$ cat src/rtl/imem_loader_pkg.sv
// Shared definitions for the instruction-memory loader: FSM state encoding
// and instruction-memory geometry.
package imem_loader_pkg;

  // Instruction memory depth in 16-bit words.
  localparam int unsigned ImemWords = 1024;

  // Stream bytes are always 8 bits wide.
  localparam int unsigned ByteW = 8;

  typedef enum logic [2:0] {
    StIdle   = 3'd0,
    StLenHi  = 3'd1,
    StLenLo  = 3'd2,
    StDataHi = 3'd3,
    StDataLo = 3'd4,
    StWrite  = 3'd5,
    StDone   = 3'd6,
    StErr    = 3'd7
  } load_state_e;

endpackage

$ cat src/rtl/imem_loader_if.sv
// Bundle of the loader's byte-stream handshake, instruction-memory write port
// and CPU status lines. The slave side is the loader itself; the master side
// is the host that feeds the byte stream and watches the status.
interface imem_loader_if
  import imem_loader_pkg::*;
#(
  parameter int unsigned ADDR_W = 10,
  parameter int unsigned DATA_W = 16
);

  logic              start;
  logic [ByteW-1:0]  byte_in;
  logic              byte_valid;
  logic              byte_ready;
  logic              imem_we;
  logic [ADDR_W-1:0] imem_addr;
  logic [DATA_W-1:0] imem_wdata;
  logic              cpu_hold;
  logic              done;
  logic              error;

  modport master (
    output start, byte_in, byte_valid,
    input  byte_ready, imem_we, imem_addr, imem_wdata, cpu_hold, done, error
  );

  modport slave (
    input  start, byte_in, byte_valid,
    output byte_ready, imem_we, imem_addr, imem_wdata, cpu_hold, done, error
  );

endinterface

$ cat src/rtl/imem_loader.sv
// Writer side of the CPU instruction memory. Parses a byte stream made of a
// 16-bit big-endian word count followed by big-endian instruction words and
// writes them to consecutive word addresses from 0, holding the CPU until the
// load finishes. All state moves on the falling clock edge, matching the
// pipeline and register file.
module imem_loader
  import imem_loader_pkg::*;
#(
  parameter int unsigned ADDR_W = $clog2(ImemWords),
  parameter int unsigned DATA_W = 16
) (
  input logic         clock,
  input logic         reset,
  imem_loader_if.slave bus
);

  localparam int unsigned MaxWords = 1 << ADDR_W;
  localparam logic [ADDR_W-1:0] AddrOne = ADDR_W'(1);

  load_state_e       state_q;
  logic [15:0]       count_q;
  logic [ByteW-1:0]  hi_q;
  logic [ADDR_W-1:0] addr_q;
  logic [DATA_W-1:0] wdata_q;
  logic              we_q;
  logic              ready_q;
  logic              hold_q;
  logic              done_q;
  logic              error_q;

  logic        accept;
  logic [15:0] len_full;
  logic        last_word;

  // Handshake qualifier, full length once the low byte arrives, and the
  // end-of-program test used while leaving WRITE.
  always_comb begin
    accept    = bus.byte_valid & ready_q;
    len_full  = {count_q[15:8], bus.byte_in};
    last_word = (16'(addr_q) == (count_q - 16'd1));
  end

  // Load sequencer; every output is a register updated alongside the state.
  always_ff @(negedge clock or posedge reset) begin
    if (reset) begin
      state_q <= StIdle;
      count_q <= '0;
      hi_q    <= '0;
      addr_q  <= '0;
      wdata_q <= '0;
      we_q    <= 1'b0;
      ready_q <= 1'b0;
      hold_q  <= 1'b1;
      done_q  <= 1'b0;
      error_q <= 1'b0;
    end else begin
      we_q <= 1'b0;
      unique case (state_q)
        StIdle, StDone, StErr: begin
          if (bus.start) begin
            state_q <= StLenHi;
            ready_q <= 1'b1;
            hold_q  <= 1'b1;
            done_q  <= 1'b0;
            error_q <= 1'b0;
            addr_q  <= '0;
          end
        end
        StLenHi: begin
          if (accept) begin
            count_q[15:8] <= bus.byte_in;
            state_q       <= StLenLo;
          end
        end
        StLenLo: begin
          if (accept) begin
            count_q[7:0] <= bus.byte_in;
            if (len_full == 16'd0) begin
              state_q <= StDone;
              ready_q <= 1'b0;
              done_q  <= 1'b1;
              hold_q  <= 1'b0;
            end else if (32'(len_full) > MaxWords) begin
              state_q <= StErr;
              ready_q <= 1'b0;
              error_q <= 1'b1;
            end else begin
              state_q <= StDataHi;
              addr_q  <= '0;
            end
          end
        end
        StDataHi: begin
          if (accept) begin
            hi_q    <= bus.byte_in;
            state_q <= StDataLo;
          end
        end
        StDataLo: begin
          if (accept) begin
            wdata_q <= DATA_W'({hi_q, bus.byte_in});
            we_q    <= 1'b1;
            ready_q <= 1'b0;
            state_q <= StWrite;
          end
        end
        StWrite: begin
          if (last_word) begin
            state_q <= StDone;
            done_q  <= 1'b1;
            hold_q  <= 1'b0;
          end else begin
            addr_q  <= addr_q + AddrOne;
            ready_q <= 1'b1;
            state_q <= StDataHi;
          end
        end
        default: state_q <= StIdle;
      endcase
    end
  end

  assign bus.byte_ready = ready_q;
  assign bus.imem_we    = we_q;
  assign bus.imem_addr  = addr_q;
  assign bus.imem_wdata = wdata_q;
  assign bus.cpu_hold   = hold_q;
  assign bus.done       = done_q;
  assign bus.error      = error_q;

endmodule
$ cat src/flat_wrapper.sv
// flat-port wrapper written by rule: the top's interface ports become plain ports
module imem_loader_flat import imem_loader_pkg::*;
#(
  parameter int unsigned ADDR_W = $clog2(ImemWords),
  parameter int unsigned DATA_W = 16
)
  (clock, reset, bus_start, bus_byte_in, bus_byte_valid, bus_byte_ready, bus_imem_we, bus_imem_addr, bus_imem_wdata, bus_cpu_hold, bus_done, bus_error);
  imem_loader_if #(.ADDR_W(ADDR_W), .DATA_W(DATA_W)) bus_i ();
  input logic clock;
  input logic reset;
  input wire logic [$bits(bus_i.start)-1:0] bus_start;
  input wire logic [$bits(bus_i.byte_in)-1:0] bus_byte_in;
  input wire logic [$bits(bus_i.byte_valid)-1:0] bus_byte_valid;
  output wire logic [$bits(bus_i.byte_ready)-1:0] bus_byte_ready;
  output wire logic [$bits(bus_i.imem_we)-1:0] bus_imem_we;
  output wire logic [$bits(bus_i.imem_addr)-1:0] bus_imem_addr;
  output wire logic [$bits(bus_i.imem_wdata)-1:0] bus_imem_wdata;
  output wire logic [$bits(bus_i.cpu_hold)-1:0] bus_cpu_hold;
  output wire logic [$bits(bus_i.done)-1:0] bus_done;
  output wire logic [$bits(bus_i.error)-1:0] bus_error;
  assign bus_i.start = bus_start;
  assign bus_i.byte_in = bus_byte_in;
  assign bus_i.byte_valid = bus_byte_valid;
  assign bus_byte_ready = bus_i.byte_ready;
  assign bus_imem_we = bus_i.imem_we;
  assign bus_imem_addr = bus_i.imem_addr;
  assign bus_imem_wdata = bus_i.imem_wdata;
  assign bus_cpu_hold = bus_i.cpu_hold;
  assign bus_done = bus_i.done;
  assign bus_error = bus_i.error;
  imem_loader #(.ADDR_W(ADDR_W), .DATA_W(DATA_W)) u_core (.clock(clock), .reset(reset), .bus(bus_i));
endmodule
$ cat config.mk
export PLATFORM = sky130hd
export DESIGN_NAME = imem_loader_flat
export DESIGN_NICKNAME = d
export VERILOG_FILES = /design/src/rtl/imem_loader_pkg.sv /design/src/rtl/imem_loader_if.sv /design/src/rtl/imem_loader.sv /design/src/flat_wrapper.sv
export SDC_FILE = /design/constraint.sdc
export NUM_CORES = 1
export LEC_CHECK = 0
export CAP_MARGIN = 0
export CORE_UTILIZATION = 38
export CTS_BUF_LIST = sky130_fd_sc_hd__clkbuf_4 sky130_fd_sc_hd__clkbuf_8 sky130_fd_sc_hd__clkbuf_16
export CTS_CLUSTER_DIAMETER = 60
export DETAILED_ROUTE_END_ITERATION = 6
export DONT_BUFFER_PORTS = 1
export MAX_ROUTING_LAYER = met4
export PLACE_DENSITY = 0.6
export SLEW_MARGIN = 20
export SYNTH_ARGS = -nofsm -noshare
export SYNTH_HDL_FRONTEND = slang
export SYNTH_SLANG_ARGS = --single-unit
$ cat constraint.sdc
create_clock -name clock -period 3.4 [get_ports clock]
set_input_delay 0.17 -clock clock [delete_from_list [all_inputs] [get_ports clock]]
set_output_delay 0.17 -clock clock [all_outputs]
set_load 0.05 [all_outputs]
Word level (Yosys, flattened, before mapping)

Cells that the tools add are included.

Register bits: 58
Bits of input ports: 12
Output and inout bits: 31
Logic and storage cells: 87

Add/subtract/negate cells: 2
Order comparisons: 1
Equal/unequal tests: 20
Mux-type cells: 37
Bitwise operators: 1
Reduce and logical (&&, ||, !) cells: 15

Operators with widths:

| operator                                                        | count |
|---|---|
| 2-to-1 mux 10 bit                                               | 5 |
| case mux 10 bit (3 select lines)                                | 1 |
| 2-to-1 mux 3 bit                                                | 8 |
| 2-to-1 mux 1 bit                                                | 18 |
| case mux 3 bit (6 select lines)                                 | 1 |
| == test 10 x 16 -> 1 bit                                        | 1 |
| greater-than comparator 16 x 11 -> 1 bit, second input constant | 1 |
| zero test 16 bit                                                | 1 |
| subtractor 16 x 1 -> 16 bit, second input constant              | 1 |
| AND reduction 5 bit                                             | 3 |
| inequality test 2 x 1 -> 1 bit, second input constant           | 7 |
| == test 3 bit, second input constant                            | 4 |
| AND reduction 6 bit                                             | 2 |
| adder 10 x 1 -> 10 bit, second input constant                   | 1 |
| inequality test 2 bit, second input constant                    | 4 |
| AND reduction 2 bit                                             | 4 |
| == test 3 x 2 -> 1 bit, second input constant                   | 2 |
| case mux 1 bit (3 select lines)                                 | 2 |
| case mux 1 bit (4 select lines)                                 | 1 |
| nonzero test 4 bit                                              | 1 |
| == test 3 x 1 -> 1 bit, second input constant                   | 1 |
| zero test 3 bit                                                 | 1 |
| inequality test 3 x 1 -> 1 bit, second input constant           | 1 |
| nonzero test 3 bit                                              | 1 |
| 4 further kinds                                                 | 4 |

Longest topological paths before layout

Gate-level depths: netlist (run 1).

Depth after elaboration: 5
Gate-level depth with buffers: 12
Gate-level depth less buffers: 9

==> flow_metrics.tcl, run 1 <==
set metrics [dict create \
    place_ws_ns -0.144 \
    io_buffers 0 \
    synth_cell_types 56 \
    r2r-end "u_core.bus.imem_addr[6]" \
    wl_per_cell_microns 17.2 \
    critical_path_arrival_ns 1.66 \
    syn2layout_area_growth_pct 12.6 \
    holdPathStages 1 \
    initial_utilization 0.403 \
    status "finished clean" \
    synth.area.top_cells "dfrtn_1 45%, mux2_2 14%, nand2_1 2.7%, o21ai_0 2.7%, nand3_1 2.4%" \
    p_per_area_nw_per_um2 1020 \
    whs_endpoint "u_core.hi_q[3]" \
    num_rows 32 \
    gp_congestion 0.854 \
    clk_pin_slew_ns 0.05 \
    nets 336 \
    drt-pass1-iter-count 4 \
    synth_top_area_share 0.449 \
    endpoint_kind "flop" \
    start_kind "primary input" \
    p_leak_nw 1.50 \
    diodes 0 \
    rsz0062_at_grt "false" \
    vias_per_cell 5.66 \
    ctsRootBufferMaster "clkbuf_8" \
    clock_path_buffers 2 \
    drcViolationCount 0 \
    ys.warnings.count 0 \
    grt_usage 0.195 \
    h-tree-depth 3 \
    yosysSeqAreaShare 0.457 \
    maxCapViolations 0 \
    netlist_instances 310 \
    die_y_microns 93.5 \
    post-dp-hpwl_microns 5460 \
    hold_class "flop to flop" \
    grt-ovfl-total 0 \
    grt_pass1_wl_microns 12500 \
    post-route-period-util 0.934 \
    worst_pin_slew_ns 0.743 \
    cts_inserted_buffers 9 \
    synth.ff_latch_count 58 \
    die_x_microns 93.5 \
    slew_headroom 0.505 \
    clock-sinks 58 \
    synth_area_leader_cell "dfrtn_1" \
    route.antenna.remaining_nets 0 \
    irDropWorstVdd_mv 0.271 \
    die-area_sq_um 8730 \
    finalWorstPathRequiredPeriod_ns 3.18 \
    final_cell_mix "57 x dfrtn_1, 40 x mux2_2, 23 x nand2_1" \
    crit_type "primary input to flop" \
    r2r.worst_path.cells 9 \
    cp_max_fo 7 \
    cts.repair.resized 0 \
    avgSynthCellArea_sq_um 10.3 \
    final_common_cell "dfrtn_1" \
    drt-initial-drc-count 147 \
    synth_area_sq_um 3180 \
    syn_nets 324 \
    fmax_ghz 0.318 \
    fin_area_sq_um 3580 \
    postCtsSetupBuffers 0 \
    r2r-start "u_core.count_q[1]" \
    first_global_vias 2373 \
    r2r_slack_ns 0.25 \
    min-delay-start "u_core.hi_q[3]" \
    core_sq_um 7890 \
    setup_viol 0 \
    synthArstFlopShare 1.00 \
    vias 2429 \
    wl_microns 7390 \
    drive_gt1_frac 0.251 \
    maxSlewViolCount 0 \
    cts_tree "built" \
    ios 43 \
    hold_viol 0 \
    ctsHoldBuffers 0 \
    synth_ff_type "dfrtn_1" \
    dpl_cell_area_sq_um 3380 \
    worst_slack_ns 0.224 \
    antenna_found_initial 0 \
    grt_max_degree 29 \
    synth_edf_count 0 \
    clk_latency_ns 0.38 \
    startpoint "bus_byte_in[1]" \
    fin_skew_ns 0.0481 \
    cp.required_ns 1.88 \
]
worst max path at each step:
| stage | endpoint | slack (ns) | cells after the start |
|---|---|---|---|
| floorplan | u_core.bus.imem_addr[3] | 0.02 | 7 |
| global placement | u_core.bus.imem_addr[1] | -0.07 | 6 |
| detailed placement | u_core.bus.imem_addr[1] | -0.14 | 6 |
| CTS | u_core.bus.imem_addr[1] | 0.22 | 6 |
| global route | u_core.bus.imem_addr[6] | 0.06 | 6 |
| finish | u_core.bus.imem_addr[1] | 0.22 | 6 |
cells in the mapped netlist, drive strengths merged, types with 2 or more instances:
master	n
or3	6
a21boi	2
o211ai	5
nand4	4
o21ai	19
and3	3
nor2	12
a32o	2
a31o	2
a21o	4
o21a	4
xnor2	5
a211oi	2
and2	2
dfrtn	57
o21ba	2
nand3	15
mux2	40
ha	2
buf	5
mux2i	4
a21oi	12
or2	3
inv	13
nor3	9
nand2	23
clkbuf	7
nor4b	2
nand4b	2
nor2b	3
nand2b	8
or4	3
nor4	6
a31oi	3
xor2	5
metrics by stage:
step	hold slack [ns]	TNS, ns	util	total power [mW]	std cells
3_3_place_gp	0.445	-0.184	0.428	2.95	413
4_1_cts	0.453	0	0.454	3.66	429
5_1_grt	0.461	0	0.454	3.89	429
2_1_floorplan	0.435	0	-	2.68	310
3_5_place_dp	0.454	-0.636	0.428	3.00	413
6_report	0.450	0	0.454	3.64	429
worst max-delay path, cell delays in order:
cell     delay [ns]
nor4_2         0.33
nand4_1        0.14
a21oi_1        0.33
o21a_1         0.23
nand2_1        0.17
a32o_1         0.29
report_power, final:
group	total [mW]	switching, mW	internal (mW)
Sequential	1.80	0.803	1.00
Clock	0.659	0.298	0.361
Combinational	1.18	0.588	0.589
Total	3.64	1.69	1.95
state kept, by name (all words and copies together) (netlist names):
name,flops
u_core.bus.imem_wdata,16
u_core.bus.error,1
u_core.state_q,3
u_core.bus.imem_we,1
u_core.count_q,16
u_core.bus.byte_ready,1
u_core.bus.cpu_hold,1
u_core.bus.imem_addr,10
u_core.hi_q,8
u_core.bus.done,1
cell type report:
class	instances	area (sq um)
tap	102	128
timing repair buffer	13	110
sequential	58	1450
inverter	12	45.0
fill	738	4310
multi-input combinational	227	1640
clock inverter	7	68.8
clock buffer	10	138
layer usage:
layer | track usage | vias to the layer above | part of all wire
li1 | - | 1174 | -
met1 | 0.249 | 1193 | 0.46
met2 | 0.289 | 50 | 0.47
met3 | 0.0472 | 12 | 0.052
met4 | 0.0936 | 0 | 0.020
met5 | - | - | 0
cell families (layout without fill, tap and decap cells):
kind of cell	after synthesis	count (layout)	share of synthesized area
AO/OA/AOI/OAI	67	67	0.146
XOR/XNOR	10	10	0.0276
adder cells (fa/ha/maj)	2	2	0.00787
buffers and inverters	25	42	0.0331
flip-flops	58	58	0.457
multiplexers	44	44	0.154
AND/OR/NAND/NOR	104	104	0.174
Note: power is estimated with default switching activity, not from simulation.
==> run 2, diff against run 1 <==
REMOVE_ABC_BUFFERS = 1   (was not set)
==> run 2 against run 1 <==
  * Final cell count increased by 2.1%
  * Largest cell class unchanged
  * Worst hold slack about the same
  * Wire length decreased by 3.9%
  * Worst setup slack got worse by 0.016 ns
  * Critical endpoint is now u_core.bus.imem_addr[7]
  * Global-route usage shrank 1.1 points
  * Combinational power about the same
  * Highest routed layer unchanged
  * Critical path depth increased by 4
  * Die area is the same
  * Sequential share of layout area is 0.62 points lower
  * Largest power group unchanged
  * Register-to-register slack gained 0.04 ns
==> flow_metrics.tcl, run 2 (synthesis gave the netlist of run 1 again) <==
set metrics [dict create \
    swShare 0.457 \
    final_common_cell "dfrtn_1" \
    worst_pin_slew_ns 0.694 \
    r2r.worst_path.cells 9 \
    io_buffers 0 \
    p_leak_nw 1.54 \
    post-dp-hpwl_microns 5170 \
    drcViolationCount 0 \
    clock_path_buffers 2 \
    drt-pass1-iter-count 4 \
    drt-initial-drc-count 139 \
    place_ws_ns -0.197 \
    initial_utilization 0.403 \
    slowest_delay_ns 0.27 \
    worst_slack_ns 0.207 \
    hold_ws_ns 0.451 \
    syn2layout_area_growth_pct 14.3 \
    fin_skew_ns 0.0512 \
    p_per_area_nw_per_um2 1010 \
    die_x_microns 93.5 \
    dp.cells 422 \
    hold_class "flop to flop" \
    clock-sinks 58 \
    power_frac_comb 0.331 \
    seqPwrFrac 0.490 \
    route.antenna.remaining_nets 0 \
    finalNonFillerCells 438 \
    cpMostUsedCell "buf_4" \
    grt_max_degree 38 \
    diodes 0 \
    grt_usage 0.184 \
    tns_ns 0 \
    core_sq_um 7890 \
    clkPwrFrac 0.179 \
    drive_gt1_frac 0.268 \
    critical_path_arrival_ns 1.67 \
    vias_per_cell 5.59 \
    hold_viol 0 \
    slowest_stage "nor4_1" \
    cts_inserted_buffers 9 \
    die-area_sq_um 8730 \
    die_y_microns 93.5 \
    setup_viol 0 \
    h-tree-depth 3 \
    cp.required_ns 1.87 \
    internal-power_mw 1.99 \
    vias 2449 \
    maxCapViolations 0 \
    ctsRootBufferMaster "clkbuf_8" \
    p_total_mw 3.67 \
    rsz0062_at_grt "false" \
    wl_per_cell_microns 16.2 \
    status "finished clean" \
    nets 345 \
    ios 43 \
    grt-ovfl-total 0 \
    crit_type "primary input to flop" \
    dpl_cell_area_sq_um 3430 \
    grt_pass1_wl_microns 12000 \
    clk_pin_slew_ns 0.05 \
    fin_area_sq_um 3630 \
    wl_microns 7100 \
    clk_latency_ns 0.38 \
    holdPathStages 1 \
    maxSlewViolCount 0 \
    fin_util 0.461 \
    start_kind "primary input" \
    switchingPower_mw 1.68 \
    slew_headroom 0.537 \
    num_rows 32 \
    final_cell_mix "57 x dfrtn_1, 40 x mux2_2, 23 x nand2_1" \
    antenna_found_initial 0 \
    first_global_vias 2317 \
    cp_max_fo 5 \
    irDropWorstVdd_mv 0.421 \
    cts_tree "built" \
    critical_path.cell_chain "nor4_1 > buf_4 > nand4_1 > a21oi_2 > buf_4 > o21a_1 > buf_4 > nand4_1 > nand3_1 > a21oi_1" \
    endpoint_kind "flop" \
    gp_congestion 0.883 \
    nFillCells 743 \
]
run 2: final timing paths:
check | from | end | slack [ns]
setup / recovery | bus_byte_in[1] | u_core.bus.imem_addr[7] | 0.21
hold / removal | u_core.hi_q[4] | u_core.hi_q[4] | 0.45
setup reg to reg | u_core.count_q[1] | u_core.bus.imem_addr[6] | 0.29
hold reg to reg | u_core.hi_q[4] | u_core.hi_q[4] | 0.45
max in group asynchronous | reset | u_core.bus.imem_addr[6] | 1.47
min in group asynchronous | reset | u_core.bus.imem_we | 1.33
run 2: cell type report:
class | count | area, sq um | area share
clock buffers | 11 | 145 | 0.0399
well taps | 102 | 128 | 0.0351
flip-flops and latches | 58 | 1450 | 0.400
repair buffers | 22 | 178 | 0.0489
clock inverters | 6 | 57.6 | 0.0158
multi-input cells | 227 | 1630 | 0.448
inverters | 12 | 45.0 | 0.0124
run 2: critical path, delay by kind of cell:
family	cells	cell delay, ns
and+or+nand+nor	4	0.64
buffers and inverters	3	0.42
AOI/OAI and AO/OA	3	0.43
run 2: metal layers:
metal  GRT usage  up-vias  share of wire
li1            -     1194              -
met1       0.240     1188           0.47
met2       0.270       52           0.46
met3      0.0439       15          0.049
met4      0.0821        0          0.022
met5           -        -              0
run 2: power groups by stage:
stage,sequential [mW],clock [mW],combinational [mW]
floorplan,1.73,0.00368,0.896
global placement,1.80,0.00368,1.19
detailed placement,1.81,0.00368,1.20
CTS,1.80,0.668,1.21
global route,1.86,0.701,1.36
finish,1.80,0.658,1.21
run 2: what timing repair did:
action / in CTS / in global routing
endpoints found under the hold margin: 0 / 0
buffers inserted: 0 / 0
setup endpoints to repair: 0 / 1
gates resized for setup: 0 / 2
hold buffers: 0 / 0
